$ cat src/rtl/hazard_ctrl_if.sv
// Pipeline-to-hazard-unit bundle: stage register addresses and hazard inputs in,
// stall/flush/forward controls, performance counters and the memory-timeout flag out.
interface hazard_ctrl_if #(
  parameter int unsigned REG_AW = 5,
  parameter int unsigned CNT_W  = 32
);
  logic [REG_AW-1:0] Rs1_D;
  logic [REG_AW-1:0] Rs2_D;
  logic [REG_AW-1:0] Rs1_E;
  logic [REG_AW-1:0] Rs2_E;
  logic [REG_AW-1:0] Rd_E;
  logic [1:0]        ResultSrc_E;
  logic              PCSrc_E;
  logic [REG_AW-1:0] Rd_M;
  logic [REG_AW-1:0] Rd_W;
  logic              RegWrite_M;
  logic              RegWrite_W;
  logic              MemReq_M;
  logic              MemReady_M;
  logic              CntClr;

  logic              Stall_F;
  logic              Stall_D;
  logic              Stall_E;
  logic              Stall_M;
  logic              Flush_D;
  logic              Flush_E;
  logic              Flush_W;
  logic [1:0]        ForwardA_E;
  logic [1:0]        ForwardB_E;
  logic [CNT_W-1:0]  CntRetire;
  logic [CNT_W-1:0]  CntStall;
  logic [CNT_W-1:0]  CntFlush;
  logic              MemErr;

  modport master (
    output Rs1_D, Rs2_D, Rs1_E, Rs2_E, Rd_E, ResultSrc_E, PCSrc_E, Rd_M, Rd_W,
           RegWrite_M, RegWrite_W, MemReq_M, MemReady_M, CntClr,
    input  Stall_F, Stall_D, Stall_E, Stall_M, Flush_D, Flush_E, Flush_W,
           ForwardA_E, ForwardB_E, CntRetire, CntStall, CntFlush, MemErr
  );

  modport slave (
    input  Rs1_D, Rs2_D, Rs1_E, Rs2_E, Rd_E, ResultSrc_E, PCSrc_E, Rd_M, Rd_W,
           RegWrite_M, RegWrite_W, MemReq_M, MemReady_M, CntClr,
    output Stall_F, Stall_D, Stall_E, Stall_M, Flush_D, Flush_E, Flush_W,
           ForwardA_E, ForwardB_E, CntRetire, CntStall, CntFlush, MemErr
  );
endinterface

$ cat src/rtl/hazard_ctrl.sv
// Five-stage pipeline hazard unit: load-use stall, redirect flush, memory-wait freeze,
// operand forwarding, saturating performance counters and a sticky memory-timeout flag.
module hazard_ctrl #(
  parameter int unsigned REG_AW  = 5,
  parameter int unsigned CNT_W   = 32,
  parameter int unsigned TIMEOUT = 256
) (
  input logic          clk,
  input logic          rst,
  hazard_ctrl_if.slave hz
);

  localparam int unsigned WaitW = $clog2(TIMEOUT + 1);

  typedef enum logic [1:0] {ModeNone, ModeLoadUse, ModeRedirect, ModeMemWait} mode_e;

  logic v_d_q, v_e_q, v_m_q, v_w_q;
  logic v_d_d, v_e_d, v_m_d, v_w_d;
  logic v_d, v_e, v_m, v_w;

  logic mem_wait, load_use, redirect;
  mode_e mode;

  logic stall_f, stall_d, stall_e, stall_m;
  logic flush_d, flush_e, flush_w;

  logic [CNT_W-1:0] cnt_retire_q, cnt_retire_d;
  logic [CNT_W-1:0] cnt_stall_q, cnt_stall_d;
  logic [CNT_W-1:0] cnt_flush_q, cnt_flush_d;
  logic [WaitW-1:0] wait_q, wait_d;
  logic             mem_err_q, mem_err_d;

  // Masking with rst keeps every control output quiet while reset is held.
  assign v_d = v_d_q & ~rst;
  assign v_e = v_e_q & ~rst;
  assign v_m = v_m_q & ~rst;
  assign v_w = v_w_q & ~rst;

  assign mem_wait = v_m & hz.MemReq_M & ~hz.MemReady_M;
  assign load_use = v_e & v_d & (hz.ResultSrc_E == 2'b01) & (hz.Rd_E != '0) &
                    ((hz.Rd_E == hz.Rs1_D) | (hz.Rd_E == hz.Rs2_D));
  assign redirect = v_e & hz.PCSrc_E;

  always_comb begin
    if (mem_wait) begin
      mode = ModeMemWait;
    end else if (redirect) begin
      mode = ModeRedirect;
    end else if (load_use) begin
      mode = ModeLoadUse;
    end else begin
      mode = ModeNone;
    end
  end

  always_comb begin
    stall_f = 1'b0;
    stall_d = 1'b0;
    stall_e = 1'b0;
    stall_m = 1'b0;
    flush_d = 1'b0;
    flush_e = 1'b0;
    flush_w = 1'b0;
    unique case (mode)
      ModeMemWait: begin
        stall_f = 1'b1;
        stall_d = 1'b1;
        stall_e = 1'b1;
        stall_m = 1'b1;
        flush_w = 1'b1;
      end
      ModeRedirect: begin
        flush_d = 1'b1;
        flush_e = 1'b1;
      end
      ModeLoadUse: begin
        stall_f = 1'b1;
        stall_d = 1'b1;
        flush_e = 1'b1;
      end
      ModeNone: ;
    endcase
  end

  // Memory-stage ALU result is younger than Writeback, so it wins; x0 is never forwarded.
  function automatic logic [1:0] fwd_sel(input logic [REG_AW-1:0] rs,
                                         input logic [REG_AW-1:0] rd_m,
                                         input logic [REG_AW-1:0] rd_w,
                                         input logic              wr_m,
                                         input logic              wr_w);
    if (wr_m && (rd_m != '0) && (rd_m == rs)) begin
      return 2'b10;
    end else if (wr_w && (rd_w != '0) && (rd_w == rs)) begin
      return 2'b01;
    end
    return 2'b00;
  endfunction

  always_comb begin
    hz.ForwardA_E = fwd_sel(hz.Rs1_E, hz.Rd_M, hz.Rd_W, v_m & hz.RegWrite_M,
                            v_w & hz.RegWrite_W);
    hz.ForwardB_E = fwd_sel(hz.Rs2_E, hz.Rd_M, hz.Rd_W, v_m & hz.RegWrite_M,
                            v_w & hz.RegWrite_W);
  end

  always_comb begin
    v_d_d = flush_d ? 1'b0 : (stall_d ? v_d_q : 1'b1);
    v_e_d = flush_e ? 1'b0 : (stall_e ? v_e_q : v_d_q);
    v_m_d = stall_m ? v_m_q : v_e_q;
    v_w_d = flush_w ? 1'b0 : v_m_q;
  end

  function automatic logic [CNT_W-1:0] sat_inc(input logic [CNT_W-1:0] c, input logic en);
    return (en && (c != '1)) ? c + CNT_W'(1) : c;
  endfunction

  always_comb begin
    if (hz.CntClr) begin
      cnt_retire_d = '0;
      cnt_stall_d  = '0;
      cnt_flush_d  = '0;
    end else begin
      cnt_retire_d = sat_inc(cnt_retire_q, v_w);
      cnt_stall_d  = sat_inc(cnt_stall_q, stall_f);
      cnt_flush_d  = sat_inc(cnt_flush_q, mode == ModeRedirect);
    end
  end

  always_comb begin
    if (!mem_wait) begin
      wait_d = '0;
    end else if (wait_q == WaitW'(TIMEOUT)) begin
      wait_d = wait_q;
    end else begin
      wait_d = wait_q + WaitW'(1);
    end
    mem_err_d = mem_err_q | (wait_d == WaitW'(TIMEOUT));
  end

  always_ff @(posedge clk) begin
    if (rst) begin
      v_d_q        <= 1'b0;
      v_e_q        <= 1'b0;
      v_m_q        <= 1'b0;
      v_w_q        <= 1'b0;
      cnt_retire_q <= '0;
      cnt_stall_q  <= '0;
      cnt_flush_q  <= '0;
      wait_q       <= '0;
      mem_err_q    <= 1'b0;
    end else begin
      v_d_q        <= v_d_d;
      v_e_q        <= v_e_d;
      v_m_q        <= v_m_d;
      v_w_q        <= v_w_d;
      cnt_retire_q <= cnt_retire_d;
      cnt_stall_q  <= cnt_stall_d;
      cnt_flush_q  <= cnt_flush_d;
      wait_q       <= wait_d;
      mem_err_q    <= mem_err_d;
    end
  end

  assign hz.Stall_F   = stall_f;
  assign hz.Stall_D   = stall_d;
  assign hz.Stall_E   = stall_e;
  assign hz.Stall_M   = stall_m;
  assign hz.Flush_D   = flush_d;
  assign hz.Flush_E   = flush_e;
  assign hz.Flush_W   = flush_w;
  assign hz.CntRetire = cnt_retire_q;
  assign hz.CntStall  = cnt_stall_q;
  assign hz.CntFlush  = cnt_flush_q;
  assign hz.MemErr    = mem_err_q;

endmodule

$ cat src/flat_wrapper.sv
// flat-port wrapper written by rule: the top's interface ports become plain ports
module hazard_ctrl_flat 
#(
  parameter int unsigned REG_AW  = 5,
  parameter int unsigned CNT_W   = 32,
  parameter int unsigned TIMEOUT = 256
)
  (clk, rst, hz_Rs1_D, hz_Rs2_D, hz_Rs1_E, hz_Rs2_E, hz_Rd_E, hz_ResultSrc_E, hz_PCSrc_E, hz_Rd_M, hz_Rd_W, hz_RegWrite_M, hz_RegWrite_W, hz_MemReq_M, hz_MemReady_M, hz_CntClr, hz_Stall_F, hz_Stall_D, hz_Stall_E, hz_Stall_M, hz_Flush_D, hz_Flush_E, hz_Flush_W, hz_ForwardA_E, hz_ForwardB_E, hz_CntRetire, hz_CntStall, hz_CntFlush, hz_MemErr);
  hazard_ctrl_if #(.REG_AW(REG_AW), .CNT_W(CNT_W)) hz_i ();
  input logic clk;
  input logic rst;
  input wire logic [$bits(hz_i.Rs1_D)-1:0] hz_Rs1_D;
  input wire logic [$bits(hz_i.Rs2_D)-1:0] hz_Rs2_D;
  input wire logic [$bits(hz_i.Rs1_E)-1:0] hz_Rs1_E;
  input wire logic [$bits(hz_i.Rs2_E)-1:0] hz_Rs2_E;
  input wire logic [$bits(hz_i.Rd_E)-1:0] hz_Rd_E;
  input wire logic [$bits(hz_i.ResultSrc_E)-1:0] hz_ResultSrc_E;
  input wire logic [$bits(hz_i.PCSrc_E)-1:0] hz_PCSrc_E;
  input wire logic [$bits(hz_i.Rd_M)-1:0] hz_Rd_M;
  input wire logic [$bits(hz_i.Rd_W)-1:0] hz_Rd_W;
  input wire logic [$bits(hz_i.RegWrite_M)-1:0] hz_RegWrite_M;
  input wire logic [$bits(hz_i.RegWrite_W)-1:0] hz_RegWrite_W;
  input wire logic [$bits(hz_i.MemReq_M)-1:0] hz_MemReq_M;
  input wire logic [$bits(hz_i.MemReady_M)-1:0] hz_MemReady_M;
  input wire logic [$bits(hz_i.CntClr)-1:0] hz_CntClr;
  output wire logic [$bits(hz_i.Stall_F)-1:0] hz_Stall_F;
  output wire logic [$bits(hz_i.Stall_D)-1:0] hz_Stall_D;
  output wire logic [$bits(hz_i.Stall_E)-1:0] hz_Stall_E;
  output wire logic [$bits(hz_i.Stall_M)-1:0] hz_Stall_M;
  output wire logic [$bits(hz_i.Flush_D)-1:0] hz_Flush_D;
  output wire logic [$bits(hz_i.Flush_E)-1:0] hz_Flush_E;
  output wire logic [$bits(hz_i.Flush_W)-1:0] hz_Flush_W;
  output wire logic [$bits(hz_i.ForwardA_E)-1:0] hz_ForwardA_E;
  output wire logic [$bits(hz_i.ForwardB_E)-1:0] hz_ForwardB_E;
  output wire logic [$bits(hz_i.CntRetire)-1:0] hz_CntRetire;
  output wire logic [$bits(hz_i.CntStall)-1:0] hz_CntStall;
  output wire logic [$bits(hz_i.CntFlush)-1:0] hz_CntFlush;
  output wire logic [$bits(hz_i.MemErr)-1:0] hz_MemErr;
  assign hz_i.Rs1_D = hz_Rs1_D;
  assign hz_i.Rs2_D = hz_Rs2_D;
  assign hz_i.Rs1_E = hz_Rs1_E;
  assign hz_i.Rs2_E = hz_Rs2_E;
  assign hz_i.Rd_E = hz_Rd_E;
  assign hz_i.ResultSrc_E = hz_ResultSrc_E;
  assign hz_i.PCSrc_E = hz_PCSrc_E;
  assign hz_i.Rd_M = hz_Rd_M;
  assign hz_i.Rd_W = hz_Rd_W;
  assign hz_i.RegWrite_M = hz_RegWrite_M;
  assign hz_i.RegWrite_W = hz_RegWrite_W;
  assign hz_i.MemReq_M = hz_MemReq_M;
  assign hz_i.MemReady_M = hz_MemReady_M;
  assign hz_i.CntClr = hz_CntClr;
  assign hz_Stall_F = hz_i.Stall_F;
  assign hz_Stall_D = hz_i.Stall_D;
  assign hz_Stall_E = hz_i.Stall_E;
  assign hz_Stall_M = hz_i.Stall_M;
  assign hz_Flush_D = hz_i.Flush_D;
  assign hz_Flush_E = hz_i.Flush_E;
  assign hz_Flush_W = hz_i.Flush_W;
  assign hz_ForwardA_E = hz_i.ForwardA_E;
  assign hz_ForwardB_E = hz_i.ForwardB_E;
  assign hz_CntRetire = hz_i.CntRetire;
  assign hz_CntStall = hz_i.CntStall;
  assign hz_CntFlush = hz_i.CntFlush;
  assign hz_MemErr = hz_i.MemErr;
  hazard_ctrl #(.REG_AW(REG_AW), .CNT_W(CNT_W), .TIMEOUT(TIMEOUT)) u_core (.clk(clk), .rst(rst), .hz(hz_i));
endmodule
$ cat config.mk
export PLATFORM = sky130hd
export DESIGN_NAME = hazard_ctrl_flat
export DESIGN_NICKNAME = d
export VERILOG_FILES = /design/src/rtl/hazard_ctrl_if.sv /design/src/rtl/hazard_ctrl.sv /design/src/flat_wrapper.sv
export SDC_FILE = /design/constraint.sdc
export NUM_CORES = 1
export LEC_CHECK = 0
export ABC_AREA = 0
export CORE_AREA = 2 2 108 110
export DETAILED_ROUTE_END_ITERATION = 6
export DIE_AREA = 0 0 110 112
export HOLD_SLACK_MARGIN = 0.08
export PLACE_DENSITY = 0.87
export SLEW_MARGIN = 5
export SYNTH_ARGS = -nofsm -noshare
export SYNTH_HDL_FRONTEND = slang
export SYNTH_SLANG_ARGS = --single-unit
$ cat constraint.sdc
create_clock -name clk -period 7.3 [get_ports clk]
set_input_delay 1.825 -clock clk [delete_from_list [all_inputs] [get_ports clk]]
set_output_delay 1.825 -clock clk [all_outputs]
set_load 0.02 [all_outputs]
==> impl_metrics.tcl, run 1 <==
set metrics [dict create \
    outcome "complete, no violations" \
    fillers 891 \
    vias 5790 \
    rsz0062_at_grt "no" \
    ys.flop_type "dfxtp_1" \
    synthToLayoutAreaGrowth_pct 32.1 \
    synth_fa_ha_area_frac 0.0150 \
    clockBufferDepth 2 \
    hold_class "flop to flop" \
    setup_viol 0 \
    coreArea_sq_um 11200 \
    crit_path_top_delay_cell "clkdlybuf4s50_1" \
    setup_tns_ps 0 \
    design_area_sq_um 7710 \
    netlist_area_sq_um 5840 \
    grt_max_degree 40 \
    critical_path.cell_chain "clkdlybuf4s50_1 > buf_4 > nor2b_1 > nand2_1 > clkinv_1 > o21ai_1 > inv_1 > ha_1 > inv_1 > clkdlybuf4s50_1" \
    crit_type "input port to output pin" \
    die_w_um 110 \
    slew_headroom 0.250 \
    fin_crit_ps 6440 \
    crit_path_max_fanout 15 \
    synth-compound-area-share 0.0948 \
    io_pins 153 \
    setup_slack_ps 855 \
    layout_commonest_cell "clkdlybuf4s50_1" \
    nets 890 \
    dr.pass1.iters 5 \
    die-area_sq_um 12300 \
    maxCapViolCount 0 \
    hold_violations 0 \
    post_cts_buffers 0 \
    ys_types 54 \
    synthSimpleGateAreaFrac 0.325 \
    cts_root_buffer "clkbuf_16" \
    synth_async_sr_flop_share 0 \
    antenna_found_initial 0 \
    hold_buffers 0 \
    grt_overflow_total 0 \
    clk_pin_slew_ps 70 \
    p_per_area_nw_per_um2 150 \
    grt_pass1_vias 5376 \
    dpl-instance-area_sq_um 7410 \
    synth_edf_count 0 \
    layout_common_cells "152 x clkdlybuf4s50_1, 110 x dfxtp_1, 79 x nor2_1" \
    portBuffers 152 \
    worstMarginPinSlew_ps 1120 \
    syn_inst 701 \
    cts_resized 0 \
    finalCritPeriodShare 0.883 \
    viasPerCell 5.88 \
    htree_levels 3 \
    gp_congestion 0.895 \
    yosysWarnings 0 \
    antenna_cells 0 \
    routedWlPerCell_um 15.8 \
    final_max_slew_viol_count 0 \
    drcViolationCount 0 \
    syn_area_per_cell_sq_um 8.32 \
    fmax_ghz 0.155 \
    ir_worst_vdd_mv 0.149 \
    cts_tree "done" \
    cts_buffers 9 \
    cp.arrival_ps 4620 \
    clkSinkCount 110 \
    crit_required_ps 5480 \
    grt_usage 0.253 \
    grt_pass1_wl_um 25400 \
    cp_slowest_stage_delay_ps 590 \
    cp-start-kind "input port" \
    post-place-ws_ps 896 \
    synth_top_family_by_area "simple AND/OR/NAND/NOR gates" \
    ys_seq_area_frac 0.377 \
    clock_skew_ps 9.23 \
    synth_nets 753 \
    ant_nets 0 \
    drive_above_1_share 0.0463 \
    hpwl_um 11600 \
    rows 39 \
    finalWirelength_um 15600 \
    cp-end-kind "output pin" \
    initial_utilization 0.522 \
    clkLatencyLatePin_ps 350 \
    synth_mux_area_frac 0.0120 \
    first_iter_violations 540 \
    die_h_um 112 \
    synth_seq_cells 110 \
    synth_xor_area_frac 0.135 \
    p_leak_nw 2.38 \
]
[sequential cells by signal (all words and copies together), names as in the netlist, 9 cells and up]
name	count
u_core.hz.CntFlush	32
u_core.hz.CntRetire	32
u_core.hz.CntStall	32
u_core.wait_q	9
[synth_stat cells, types with 18 or more instances]
cell     count  area share
dfxtp_1    110        0.38
nor2_1      80       0.051
nand2_1     52       0.033
xnor2_1     51       0.077
nand3_1     45       0.039
xor2_1      39       0.059
a21oi_1     33       0.028
nand4_1     30       0.032
or3_1       23       0.025
or4_1       22       0.028
inv_1       18       0.012
nor3_1      18       0.015
o21ai_0     18       0.015
[per-layer routing]
layer / track usage / wire length [um] / vias up
met5: 0 / 0 / -
met4: 0.0776 / 269 / 0
met3: 0.0539 / 954 / 30
met2: 0.433 / 7910 / 196
met1: 0.313 / 6450 / 2761
li1: - / - / 2803
[power breakdown]
group / switching (W) / leakage (nW) / total, W / internal [W]
Combinational: 0.0000319 / 1.35 / 0.0000688 / 0.0000369
Clock: 0.000215 / 0.141 / 0.000488 / 0.000273
Sequential: 0.000000903 / 0.886 / 0.000602 / 0.000601
Total: 0.000248 / 2.38 / 0.00116 / 0.000911
[final cells by class]
cell class                      instances  area, sq um  area share
Tap cell                              143          179      0.0232
Clock inverter                          4         47.5     0.00617
Clock buffer                           11          243      0.0315
Multi-Input combinational cell        541         3410       0.442
Sequential cell                       110         2200       0.286
Inverter                               19         71.3     0.00925
Timing Repair Buffer                  157         1560       0.202
[logic make-up after synthesis]
family	after synthesis
flops	110
fa+ha+maj	7
xor+xnor	90
simple gates	347
buf+inv	50
mux	7
compound gates	90
[worst max-delay path, delay by kind of cell]
family | cells | cell delay (ps)
buf+inv | 6 | 1720
compound gates | 1 | 300
fa+ha+maj | 1 | 300
simple gates | 2 | 450
[worst paths after layout]
path                     start  slack [ps]                endpoint  cells past startpoint
setup / recovery           rst         860              hz_Flush_E                     10
hold / removal    u_core.v_e_q         470            u_core.v_e_q                      2
setup reg to reg  u_core.v_m_q        3870  u_core.hz.CntFlush[26]                     11
hold reg to reg   u_core.v_e_q         470            u_core.v_e_q                      2
[through the flow]
step | power, W | hold WS (ps) | std cells | utilization
final | 0.00116 | 472 | 985 | 0.690
after global routing | 0.00119 | 513 | 985 | 0.690
after floorplan | 0.000646 | 444 | 701 | -
after CTS | 0.00117 | 478 | 985 | 0.689
after global placement | 0.000683 | 462 | 970 | 0.663
after detailed placement | 0.000685 | 462 | 970 | 0.663
No activity file was read; power rests on OpenSTA's default activity.
==> inputs of run 2 (changes only) <==
--- a/config.mk
+++ b/config.mk
@@ -6,11 +6,12 @@
 export NUM_CORES = 1
 export LEC_CHECK = 0
 export ABC_AREA = 0
-export CORE_AREA = 2 2 108 110
+export CORE_AREA = 2 2 107 109
+export CTS_BUF_LIST = sky130_fd_sc_hd__clkbuf_8
 export DETAILED_ROUTE_END_ITERATION = 6
-export DIE_AREA = 0 0 110 112
+export DIE_AREA = 0 0 109 111
 export HOLD_SLACK_MARGIN = 0.08
-export PLACE_DENSITY = 0.87
+export PLACE_DENSITY = 0.89
 export SLEW_MARGIN = 5
 export SYNTH_ARGS = -nofsm -noshare
 export SYNTH_HDL_FRONTEND = slang
==> run 2 against run 1 <==
Non-clock buffer count down 1. Final cell count unchanged. Total power down 7.0%. Critical endpoint unchanged. Largest cell class unchanged.
==> impl_metrics.tcl, run 2 (synthesis results as in run 1) <==
set metrics [dict create \
    startpoint "rst" \
    wl_met2_um 7230 \
    io_pins 153 \
    worst_r2r_path_depth 11 \
    hpwl_um 10900 \
    pwr-share-comb 0.062 \
    htree_levels 3 \
    r2r_start "u_core.v_m_q" \
    outcome "complete, no violations" \
    maxCapViolCount 0 \
    cts_buffers 9 \
    setup_tns_ps 0 \
    rows 39 \
    viasPerCell 5.82 \
    ant_nets 0 \
    cts_resized 0 \
    die_w_um 109 \
    clk_pin_slew_ps 90 \
    crit_path_end "hz_Flush_E" \
    drive_above_1_share 0.0475 \
    initial_utilization 0.527 \
    p_per_area_nw_per_um2 141 \
    path_buf_inv 5 \
    r2r_slack_ps 3730 \
    crit_required_ps 5480 \
    final_max_slew_viol_count 0 \
    p_sw_w 0.000239 \
    nets 889 \
    die_h_um 111 \
    p_leak_nw 2.34 \
    cp_slowest_stage_delay_ps 770 \
    post_cts_buffers 0 \
    highest_layer "met4" \
    synthToLayoutAreaGrowth_pct 30.7 \
    clkSinkCount 110 \
    layout_commonest_cell "clkdlybuf4s50_1" \
    clkLatencyLatePin_ps 370 \
    cp.depth 9 \
    grt_max_degree 58 \
    worstMarginPinSlew_ps 1160 \
    design_area_sq_um 7630 \
    clock_skew_ps 13.0 \
    antenna_cells 0 \
    grt_overflow_total 0 \
    wl_met3_um 1030 \
    clockBufferDepth 2 \
    p_int_w 0.000839 \
    die-area_sq_um 12100 \
    finalWirelength_um 14800 \
    fmax_ghz 0.149 \
    routedWlPerCell_um 15.0 \
    cts_tree "done" \
    antenna_found_initial 0 \
    fillers 855 \
    clock_power_share 0.379 \
    r2r-end "u_core.hz.CntFlush[26]" \
    setup_viol 0 \
    power.share.sequential 0.559 \
    holdPathStages 2 \
    rsz0062_at_grt "no" \
    finalCritPeriodShare 0.917 \
    crit_family "buffers and inverters" \
    dpl-instance-area_sq_um 7400 \
    crit_path_top_delay_cell "clkdlybuf4s50_1" \
    p_sw_frac 0.222 \
    crit_path_max_fanout 15 \
    hold_buffers 0 \
    drcViolationCount 0 \
    hold_violations 0 \
    grt_pass1_vias 5272 \
    slew_headroom 0.224 \
    cp-start-kind "input port" \
    grt_usage 0.248 \
    fin_crit_ps 6690 \
    first_iter_violations 432 \
    vias 5732 \
    drt-met1-wl_um 6280 \
    hold_class "flop to flop" \
    dr.pass1.iters 5 \
    cp.arrival_ps 4870 \
    crit_type "input port to output pin" \
    ir_worst_vdd_mv 0.0990 \
    layout_common_cells "152 x clkdlybuf4s50_1, 110 x dfxtp_1, 79 x nor2_1" \
    portBuffers 152 \
    grt_pass1_wl_um 24600 \
    cp-end-kind "output pin" \
    coreArea_sq_um 11100 \
    critical_path.cell_chain "clkdlybuf4s50_1 > nor2b_1 > nand2_1 > clkinv_1 > o21ai_1 > inv_1 > ha_1 > inv_1 > clkdlybuf4s50_1" \
    cts_root_buffer "clkbuf_8" \
    gp_congestion 0.885 \
]
## run 2: cell types whose count changed in the layout (fill, tap and decap cells not counted)
cell | previous run | this run
nor2_4 | 1 | 0
clkbuf_8 | 1 | 10
buf_4 | 5 | 4
clkbuf_1 | 1 | 0
bufinv_16 | 1 | 2
clkbuf_16 | 9 | 0
clkinvlp_4 | 1 | 2
nor2_2 | 0 | 1
## run 2: final cells by class
type,count,area [sq um],area share
Multi-Input combinational cell,541,3400,0.446
Sequential cell,110,2200,0.289
Timing Repair Buffer,156,1550,0.203
Tap cell,143,179,0.0235
Clock buffer,10,138,0.0180
Clock inverter,6,85.1,0.0112
Inverter,19,71.3,0.00935
## run 2: power groups by stage
stage                      logic, W  registers, W  clock network (W)
after detailed placement  0.0000670      0.000616                  0
after floorplan           0.0000301      0.000616                  0
final                     0.0000670      0.000602           0.000408
after CTS                 0.0000673      0.000602           0.000414
after global placement    0.0000659      0.000616                  0
after global routing      0.0000733      0.000602           0.000441
## run 2: worst min-delay path by stage
stage / startpoint / to
global route: u_core.v_e_q / u_core.v_e_q
detailed placement: u_core.hz.MemErr / u_core.hz.MemErr
CTS: u_core.hz.MemErr / u_core.hz.MemErr
global placement: u_core.hz.MemErr / u_core.hz.MemErr
finish: u_core.hz.MemErr / u_core.hz.MemErr
floorplan: u_core.v_e_q / u_core.v_e_q
## run 2: worst reg2reg max path, stage by stage, from the launching register on
cell and delay, ps:
dfxtp_1 330, nor2b_1 160, nand2_1 400, clkinv_1 350, o21ai_1 340, ha_1 350
nand2_1 160, or3_1 430, nor4b_2 510, and3_1 240, xnor2_1 130, nor2_1 50
## run 2: metrics by stage
stage               total power (W)  std cells  hold WS (ps)  setup WS [ps]  utilization
global route                0.00112        985           502            319        0.689
floorplan                  0.000646        701           444           1810            -
global placement           0.000682        969           451            696        0.668
finish                      0.00108        985           482            607        0.689
detailed placement         0.000683        969           467            633        0.668
CTS                         0.00108        985           483            622        0.689
## run 2: per-layer routing
metal  vias to the layer above  track usage
li1                       2810            -
met3                        27       0.0494
met2                       236        0.409
met1                      2659        0.319
met5                         -            0
met4                         0       0.0855
==> inputs of run 3 (changes only) <==
--- a/config.mk
+++ b/config.mk
@@ -7,7 +7,7 @@
 export LEC_CHECK = 0
 export ABC_AREA = 0
 export CORE_AREA = 2 2 107 109
-export CTS_BUF_LIST = sky130_fd_sc_hd__clkbuf_8
+export CTS_BUF_LIST = sky130_fd_sc_hd__clkbuf_2 sky130_fd_sc_hd__clkbuf_4 sky130_fd_sc_hd__clkbuf_8
 export DETAILED_ROUTE_END_ITERATION = 6
 export DIE_AREA = 0 0 109 111
 export HOLD_SLACK_MARGIN = 0.08
==> results of run 3 <==
Final layout, timing and power as in run 2 (identical DEF).
